<file path="src/rtl/mul_arbiter.sv">
// mul_arbiter: round-robin arbiter and sequencer that shares one 8x8 multiplier
// between NUM_REQ requesters. Each grant captures one operand pair, pulses
// mul_start, waits for mul_done and returns the product as a one-hot response.
// Optional build macro MUL_ARB_TIMEOUT_EN adds a WAIT-state watchdog. When the
// watchdog fires, the response carries 16'hFFFF and the extra resp_err port pulses.
module mul_arbiter #(
  parameter int NUM_REQ        = 4,
  parameter int TIMEOUT_CYCLES = 15
) (
  input  logic                   clk,
  input  logic                   rst,
  input  logic [NUM_REQ-1:0]     req_valid,
  input  logic [8*NUM_REQ-1:0]   req_a,
  input  logic [8*NUM_REQ-1:0]   req_b,
  output logic [NUM_REQ-1:0]     req_ready,
  output logic [NUM_REQ-1:0]     resp_valid,
  output logic [15:0]            resp_y,
  output logic                   mul_start,
  output logic [7:0]             mul_a,
  output logic [7:0]             mul_b,
  input  logic [15:0]            mul_y,
  input  logic                   mul_done,
  output logic                   busy
`ifdef MUL_ARB_TIMEOUT_EN
  ,
  output logic                   resp_err
`endif
);

  localparam int IDX_W = $clog2(NUM_REQ);

  // Out-of-range parameters leave this marker block in the elaborated netlist.
  if (NUM_REQ < 2 || NUM_REQ > 16 || TIMEOUT_CYCLES < 1 || TIMEOUT_CYCLES > 255) begin : g_param_range_error
  end

  typedef enum logic [1:0] {
    S_IDLE  = 2'd0,
    S_ISSUE = 2'd1,
    S_WAIT  = 2'd2
  } state_t;

  state_t                state_q, state_d;
  logic [IDX_W-1:0]      rr_ptr_q, rr_ptr_d;
  logic [IDX_W-1:0]      grant_q, grant_d;
  logic [7:0]            mul_a_q, mul_a_d;
  logic [7:0]            mul_b_q, mul_b_d;
  logic [NUM_REQ-1:0]    resp_valid_q, resp_valid_d;
  logic [15:0]           resp_y_q, resp_y_d;
  logic [NUM_REQ-1:0]    req_ready_s;
  logic [IDX_W:0]        pick_s;
  logic                  pick_found_s;
  logic [IDX_W-1:0]      pick_idx_s;

`ifdef MUL_ARB_TIMEOUT_EN
  localparam logic [7:0] TO_LAST = 8'(TIMEOUT_CYCLES - 1);
  logic [7:0]            cnt_q, cnt_d;
  logic                  resp_err_q, resp_err_d;
`endif

  // Round-robin scan: the first valid index starting at ptr and wrapping at NUM_REQ.
  // The scan runs from the far end back to ptr, so the nearest valid index is written last and wins.
  // Result MSB = found flag, low bits = winning index.
  function automatic logic [IDX_W:0] rr_pick(input logic [NUM_REQ-1:0] valid,
                                             input logic [IDX_W-1:0]   ptr);
    logic [IDX_W:0]   res;
    logic [IDX_W-1:0] sel;
    int               idx;
    res = {(IDX_W+1){1'b0}};
    for (int k = NUM_REQ - 1; k >= 0; k--) begin
      idx = int'(ptr) + k;
      if (idx >= NUM_REQ) begin
        idx = idx - NUM_REQ;
      end else begin
        idx = idx;
      end
      sel = idx[IDX_W-1:0];
      if (valid[sel]) begin
        res = {1'b1, sel};
      end else begin
        res = res;
      end
    end
    return res;
  endfunction

  // Index that follows idx, wrapping from NUM_REQ-1 back to 0.
  function automatic logic [IDX_W-1:0] next_idx(input logic [IDX_W-1:0] idx);
    logic [IDX_W-1:0] nxt;
    if (idx == IDX_W'(NUM_REQ - 1)) begin
      nxt = {IDX_W{1'b0}};
    end else begin
      nxt = idx + {{(IDX_W-1){1'b0}}, 1'b1};
    end
    return nxt;
  endfunction

  assign pick_s       = rr_pick(req_valid, rr_ptr_q);
  assign pick_found_s = pick_s[IDX_W];
  assign pick_idx_s   = pick_s[IDX_W-1:0];

  // Next-state and datapath decode for the IDLE -> ISSUE -> WAIT sequence.
  always_comb begin
    state_d      = state_q;
    rr_ptr_d     = rr_ptr_q;
    grant_d      = grant_q;
    mul_a_d      = mul_a_q;
    mul_b_d      = mul_b_q;
    resp_valid_d = {NUM_REQ{1'b0}};
    resp_y_d     = resp_y_q;
    req_ready_s  = {NUM_REQ{1'b0}};
`ifdef MUL_ARB_TIMEOUT_EN
    cnt_d        = cnt_q;
    resp_err_d   = 1'b0;
`endif
    case (state_q)
      S_IDLE: begin
        if (pick_found_s) begin
          req_ready_s[pick_idx_s] = 1'b1;
          mul_a_d                 = req_a[{pick_idx_s, 3'b000} +: 8];
          mul_b_d                 = req_b[{pick_idx_s, 3'b000} +: 8];
          grant_d                 = pick_idx_s;
          state_d                 = S_ISSUE;
        end else begin
          state_d = S_IDLE;
        end
      end
      S_ISSUE: begin
        state_d = S_WAIT;
`ifdef MUL_ARB_TIMEOUT_EN
        cnt_d   = 8'd0;
`endif
      end
      S_WAIT: begin
        if (mul_done) begin
          resp_y_d              = mul_y;
          resp_valid_d[grant_q] = 1'b1;
          rr_ptr_d              = next_idx(grant_q);
          state_d               = S_IDLE;
        end else begin
`ifdef MUL_ARB_TIMEOUT_EN
          if (cnt_q == TO_LAST) begin
            resp_y_d              = 16'hFFFF;
            resp_valid_d[grant_q] = 1'b1;
            resp_err_d            = 1'b1;
            rr_ptr_d              = next_idx(grant_q);
            state_d               = S_IDLE;
          end else begin
            cnt_d   = cnt_q + 8'd1;
            state_d = S_WAIT;
          end
`else
          state_d = S_WAIT;
`endif
        end
      end
      default: begin
        state_d = S_IDLE;
      end
    endcase
  end

  // State and datapath registers with synchronous reset; reset abandons any transaction.
  always_ff @(posedge clk) begin
    if (rst) begin
      state_q      <= S_IDLE;
      rr_ptr_q     <= {IDX_W{1'b0}};
      grant_q      <= {IDX_W{1'b0}};
      mul_a_q      <= 8'd0;
      mul_b_q      <= 8'd0;
      resp_valid_q <= {NUM_REQ{1'b0}};
      resp_y_q     <= 16'd0;
`ifdef MUL_ARB_TIMEOUT_EN
      cnt_q        <= 8'd0;
      resp_err_q   <= 1'b0;
`endif
    end else begin
      state_q      <= state_d;
      rr_ptr_q     <= rr_ptr_d;
      grant_q      <= grant_d;
      mul_a_q      <= mul_a_d;
      mul_b_q      <= mul_b_d;
      resp_valid_q <= resp_valid_d;
      resp_y_q     <= resp_y_d;
`ifdef MUL_ARB_TIMEOUT_EN
      cnt_q        <= cnt_d;
      resp_err_q   <= resp_err_d;
`endif
    end
  end

  // req_ready is held low while reset is asserted, even if a requester is valid.
  assign req_ready  = req_ready_s & {NUM_REQ{~rst}};
  assign resp_valid = resp_valid_q;
  assign resp_y     = resp_y_q;
  assign mul_a      = mul_a_q;
  assign mul_b      = mul_b_q;
  assign mul_start  = (state_q == S_ISSUE);
  assign busy       = (state_q != S_IDLE);
`ifdef MUL_ARB_TIMEOUT_EN
  assign resp_err   = resp_err_q;
`endif

endmodule

</file>
<file path="config.mk">
export PLATFORM = sky130hd
export DESIGN_NAME = mul_arbiter
export DESIGN_NICKNAME = d
export VERILOG_FILES = /design/src/rtl/mul_arbiter.sv
export SDC_FILE = /design/constraint.sdc
export NUM_CORES = 1
export LEC_CHECK = 0
export CAP_MARGIN = 20
export CORE_MARGIN = 4
export CORE_UTILIZATION = 33
export CTS_CLUSTER_DIAMETER = 200
export DETAILED_ROUTE_END_ITERATION = 8
export PLACE_DENSITY_LB_ADDON = 0.12
export SKIP_LAST_GASP = 1
export SYNTH_ARGS = -nofsm -noshare
export SYNTH_HDL_FRONTEND = slang
export SYNTH_SLANG_ARGS = --single-unit
export TNS_END_PERCENT = 100
</file>
<file path="constraint.sdc">
create_clock -name clk -period 1.8 [get_ports clk]
set_input_delay 0.36 -clock clk [delete_from_list [all_inputs] [get_ports clk]]
set_output_delay 0.36 -clock clk [all_outputs]
set_load 0.005 [all_outputs]
</file>
==> results.yml, run 1 <==
detailed_routing:
  drtAntennaViolNets: 0
  wirelength_um: 6290
  vias: 2054
  dr.pass1.iters: 4
  drtIter0Drc: 31
  viasPerCell: 4.70
  drcViolationCount: 0
  post_drt_wl_per_cell_um: 14.4
logic_synthesis:
  ys_top_cells_by_area: "dfxtp_1 41%, mux2i_1 16%, nand2_1 9.3%, o221ai_2 8.0%, a21oi_1 5.1%"
  synthesis.area_um2: 2060
  synth_nets: 311
  synth.most_common_cell: "nand2_1"
  synthArstFlopShare: 0
  synthFlopType: "dfxtp_1"
  avgSynthCellArea_um2: 9.35
  synth-seq-cells: 42
  synthDistinctLibCells: 26
  synthCells: 220
  synth_top_cell_area_share: 0.409
  yosys.area.top_type: "dfxtp_1"
  synth-edff-count: 0
  yosys_warnings: 0
  synth_commonest_cells: "51 x nand2_1, 42 x dfxtp_1, 33 x mux2i_1"
  ys_seq_area_frac: 0.409
floorplanning:
  rows: 28
  ios: 129
  die-area_um2: 7560
  die_h_um: 87.0
  die-width_um: 87.0
  initial_utilization: 0.343
  core_um2: 5990
finish:
  area_growth_pct: 76.0
  layout.nets: 452
  n_fill_cell: 528
  num_antenna_cells: 0
  multi_input_area_um2: 1130
  drive_gt1_frac: 0.157
  layout.area.seq_um2: 845
grt:
  grt_overflow: 0
  grt_pass1_wl_um: 9680
  grtUsageTotal: 0.162
  grt_max_degree: 27
  antenna_found_initial: 0
  grt_pass1_vias: 2037
timing:
  fin_hold_ws_ps: 456
  finalCritPeriodShare: 1.06
  tightestPinTransition_ps: 342
  slew_headroom: 0.772
  slew_viol_final: 0
  setup_violations: 11
  fin_crit_ps: 1910
  skew_ps: 8.40
  fin_ws_ps: -111
  fmax_ghz: 0.523
  fin_tns_setup_ps: -522
  rsz0062_at_grt: "true"
  hold_viol_final: 0
place:
  hpwl_um: 4930
  port-buffer-count: 128
  gp_congestion: 0.708
hold_path:
  hp-class: "reg -> reg"
clock_tree:
  clk_latency_ps: 290
  numCtsBuffers: 5
  htreeDepth: 2
  clockBufferDepth: 2
  clk_pin_slew_worst_paths_ps: 90
  clock-sinks: 42
  cts_tree: "yes"
  cts_root_buffer: "clkbuf_8"
setup_path:
  required_ps: 1440
  startpoint: "req_valid[0]"
  reg2regPathDepth: 5
  path_class: "in -> out"
  r2r-start: "rr_ptr_q[1]$_SDFFE_PP0P_"
  critPathCapture: "req_ready[0]"
  timing.rr.end: "mul_b[5]$_SDFFE_PP0P_"
  crit_arrival_ps: 1550
  start_kind: "input port"
  reg2reg_slack_ps: -40
  worstPathMaxFanout: 4
  setup.worst_path.end_class: "primary output"
pwr:
  ir_drop_mv: 0.348
  p_leak_nw: 1.38
  power_density_nw_per_um2: 685
status:
  status: "finished with violations"
  violations: "negative setup slack"
run:
  maxCapViolCount: 0
[how the worst min path moves through the flow]
| stage | start | endpoint | cells after the start |
|---|---|---|---|
| 6_report | resp_y[6]$_SDFFE_PP0P_ | resp_y[6]$_SDFFE_PP0P_ | 2 |
| 3_5_place_dp | resp_y[3]$_SDFFE_PP0P_ | resp_y[3]$_SDFFE_PP0P_ | 2 |
| 5_1_grt | resp_y[3]$_SDFFE_PP0P_ | resp_y[3]$_SDFFE_PP0P_ | 2 |
| 2_1_floorplan | resp_y[0]$_SDFFE_PP0P_ | resp_y[0]$_SDFFE_PP0P_ | 2 |
| 3_3_place_gp | resp_y[6]$_SDFFE_PP0P_ | resp_y[6]$_SDFFE_PP0P_ | 2 |
| 4_1_cts | resp_y[3]$_SDFFE_PP0P_ | resp_y[3]$_SDFFE_PP0P_ | 2 |
[registers in the layout, indices dropped and copies added (netlist names)]
register,count
grant_q,2
mul_a,8
mul_b,8
resp_valid,4
resp_y,16
rr_ptr_q,2
state_q,2
[cells by family after synthesis]
logic type,synth area share
muxes,0.161
and+or+nand+nor,0.180
DFF,0.409
adders and majority gates,0.0243
buffers and inverters,0.0578
AOI/OAI and AO/OA,0.168
[critical path, cell delays in order]
cell	delay, ps
clkdlybuf4s15_1	210
nor2b_1	150
or4_4	460
nand2_8	100
buf_6	110
nor2_1	40
buf_2	120
[metal layers]
layer / global-route usage / vias to the layer above / wire, um
li1: - / 1051 / -
met1: 0.181 / 909 / 2520
met2: 0.272 / 86 / 2960
met3: 0.0719 / 8 / 692
met4: 0.0581 / 0 / 117
met5: 0 / - / 0
[repair_timing]
item                       4_1_cts  5_1_grt
setup endpoints to repair       22       19
hold buffers                     0        0
gates cloned                     0        0
setup buffers                    1        3
gates resized for setup         35        6
pin swaps                        4        4
[cells in the final DEF, fill, tap and decap left out, types with 2 or more instances in the layout]
cell type,Yosys,routed
a21o_1,2,2
buf_6,0,2
dfxtp_1,42,39
mux2i_1,33,33
buf_4,0,18
o221ai_1,6,6
ha_1,4,4
clkbuf_8,0,5
a21oi_1,21,21
nor2_1,11,10
inv_1,4,3
nor2b_1,5,4
nand2_1,51,50
nor3b_1,5,5
clkdlybuf4s50_1,0,118
dfxtp_2,0,3
o221ai_2,11,11
buf_2,3,6
dlygate4sd2_1,0,3
nor2_2,2,2
[through the flow]
step / setup WS [ps] / cell area (um2) / utilization / power, mW / instances
after global placement: -812 / 3480 / 0.580 / 1.74 / 425
final: -111 / 3620 / 0.604 / 2.48 / 437
after floorplan: 13.3 / 2070 / - / 1.34 / 220
after global routing: -155 / 3620 / 0.604 / 2.62 / 437
after CTS: -140 / 3580 / 0.597 / 2.50 / 434
after detailed placement: -863 / 3480 / 0.580 / 1.75 / 425
[final cells by class]
type | instances | share of cell area
inverter | 4 | 0.00415
timing repair buffer | 149 | 0.394
clock inverter | 2 | 0.0104
multi-input combinational | 159 | 0.312
clock buffer | 6 | 0.0200
tap | 75 | 0.0259
sequential | 42 | 0.233
[power breakdown]
group | total, mW | leakage [nW] | internal, mW | switching [mW]
sequential | 1.03 | 0.344 | 0.998 | 0.0358
clock | 0.743 | 0.0514 | 0.414 | 0.329
combinational | 0.702 | 0.988 | 0.442 | 0.260
No activity file was read; power rests on OpenSTA's default activity.
==> inputs of run 2 (changes only) <==
--- a/config.mk
+++ b/config.mk
@@ -11,7 +11,6 @@
 export CTS_CLUSTER_DIAMETER = 200
 export DETAILED_ROUTE_END_ITERATION = 8
 export PLACE_DENSITY_LB_ADDON = 0.12
-export SKIP_LAST_GASP = 1
 export SYNTH_ARGS = -nofsm -noshare
 export SYNTH_HDL_FRONTEND = slang
 export SYNTH_SLANG_ARGS = --single-unit
==> run 2 against run 1 <==
The flow still finishes with violations (negative setup slack). Non-clock buffer count is the same. Flip-flop and latch count is the same. Core utilization is the same. Sequential power is essentially flat. Combinational power is essentially flat. Final cell count is the same. Sequential share of layout area is the same. Fmax is essentially flat. Clock skew is essentially flat. Die area is the same. First-iteration DRC count is the same. Critical endpoint unchanged. Largest power group unchanged. Highest routed layer unchanged.
==> results.yml, run 2 (same netlist as run 1, synthesis figures left out) <==
setup_path:
  setup.worst_path.end_class: "primary output"
  start_kind: "input port"
  required_ps: 1440
  crit_arrival_ps: 1550
  worstPathMaxFanout: 4
  path_class: "in -> out"
timing:
  fmax_ghz: 0.523
  skew_ps: 8.06
  setup_violations: 11
  fin_ws_ps: -111
  slew_headroom: 0.773
  fin_hold_ws_ps: 456
  hold_viol_final: 0
  rsz0062_at_grt: "true"
  slew_viol_final: 0
  tightestPinTransition_ps: 341
  fin_crit_ps: 1910
  finalCritPeriodShare: 1.06
finish:
  stdcell_count: 437
  layout_commonest_cell: "clkdlybuf4s50_1"
  largest_reg_flops: 16
  area_growth_pct: 76.0
  layout.nets: 452
  num_antenna_cells: 0
  final_cell_mix: "118 x clkdlybuf4s50_1, 50 x nand2_1, 39 x dfxtp_1, 33 x mux2i_1, 21 x a21oi_1"
  fin_area_um2: 3620
  n_fill_cell: 528
  final_core_util: 0.604
  drive_gt1_frac: 0.157
clock_tree:
  clock-sinks: 42
  cts_tree: "yes"
  clk_latency_ps: 290
  htreeDepth: 2
  clockBufferDepth: 2
  numCtsBuffers: 5
  clk_pin_slew_worst_paths_ps: 90
  cts_root_buffer: "clkbuf_8"
floorplanning:
  die-width_um: 87.0
  die_h_um: 87.0
  core_um2: 5990
  die-area_um2: 7560
  initial_utilization: 0.343
  rows: 28
  ios: 129
grt:
  grt_pass1_wl_um: 9680
  grt_pass1_vias: 2035
  grtUsageTotal: 0.162
  grt_max_degree: 27
  grt_overflow: 0
  antenna_found_initial: 0
run:
  maxCapViolCount: 0
pwr:
  ir_drop_mv: 0.348
  p_int_mw: 1.85
  clkPwrFrac: 0.300
  power_density_nw_per_um2: 685
  p_switching_uw: 626
  comb_power_share: 0.283
  p_leak_nw: 1.38
  netSwitchingFraction: 0.252
  seqPwrFrac: 0.417
place:
  gp_congestion: 0.708
  hpwl_um: 4930
  port-buffer-count: 128
  dpl_cell_area_um2: 3480
  placed_cells: 425
detailed_routing:
  post_drt_wl_per_cell_um: 14.4
  drtIter0Drc: 31
  vias: 2053
  drtAntennaViolNets: 0
  viasPerCell: 4.70
  drcViolationCount: 0
  dr.pass1.iters: 4
  wirelength_um: 6290
status:
  status: "finished with violations"
  violations: "negative setup slack"
hold_path:
  hp-class: "reg -> reg"
==> run 2: timing repair <==
item | CTS | global route
pin swaps | 4 | 5
endpoints found under the setup margin | 22 | 19
setup buffers | 1 | 3
hold buffers | 0 | 0
resized for setup | 35 | 6
==> run 2: critical path: stages <==
cell and delay [ps]:
clkdlybuf4s15_1 210, nor2b_1 160, or4_4 460, nand2_8 100, buf_6 110, nor2_1 40, buf_2 120
==> run 2: metrics by stage <==
stage	setup TNS, ps	power, mW	setup slack (ps)
CTS	-1070	2.50	-140
global route	-1570	2.62	-155
global placement	-14610	1.74	-812
floorplan	0	1.34	13.3
detailed placement	-15470	1.75	-863
finish	-521	2.48	-111
==> run 2: power groups by stage <==
stage | Sequential, mW | Combinational (mW) | Clock, mW
2_1_floorplan | 1.06 | 0.280 | 0
3_3_place_gp | 1.05 | 0.688 | 0
3_5_place_dp | 1.06 | 0.693 | 0
4_1_cts | 1.03 | 0.693 | 0.771
5_1_grt | 1.04 | 0.758 | 0.817
6_report | 1.03 | 0.702 | 0.744
==> run 2: layout make-up <==
cell class              count  area [um2]  share of cell area
clock buffers               6        72.6              0.0200
clock inverters             2        37.5              0.0104
inverters                   4        15.0             0.00415
multi-input cells         159        1130               0.312
flip-flops and latches     42         845               0.233
well taps                  75        93.8              0.0259
repair buffers            149        1430               0.394
==> run 2: final timing paths <==
| path | from | endpoint | slack [ps] | cells past startpoint |
|---|---|---|---|---|
| setup / recovery | req_valid[0] | req_ready[0] | -110 | 7 |
| hold / removal | resp_y[6]$_SDFFE_PP0P_ | resp_y[6]$_SDFFE_PP0P_ | 460 | 2 |
| setup reg to reg | rr_ptr_q[1]$_SDFFE_PP0P_ | mul_b[5]$_SDFFE_PP0P_ | -40 | 5 |
| hold reg to reg | resp_y[6]$_SDFFE_PP0P_ | resp_y[6]$_SDFFE_PP0P_ | 460 | 2 |
==> run 2: per-layer routing <==
metal | vias to the layer above | global-route usage | share of wire
met5 | - | 0 | 0
met4 | 0 | 0.0581 | 0.019
met3 | 8 | 0.0719 | 0.11
met2 | 86 | 0.272 | 0.47
met1 | 908 | 0.181 | 0.40
li1 | 1051 | - | -
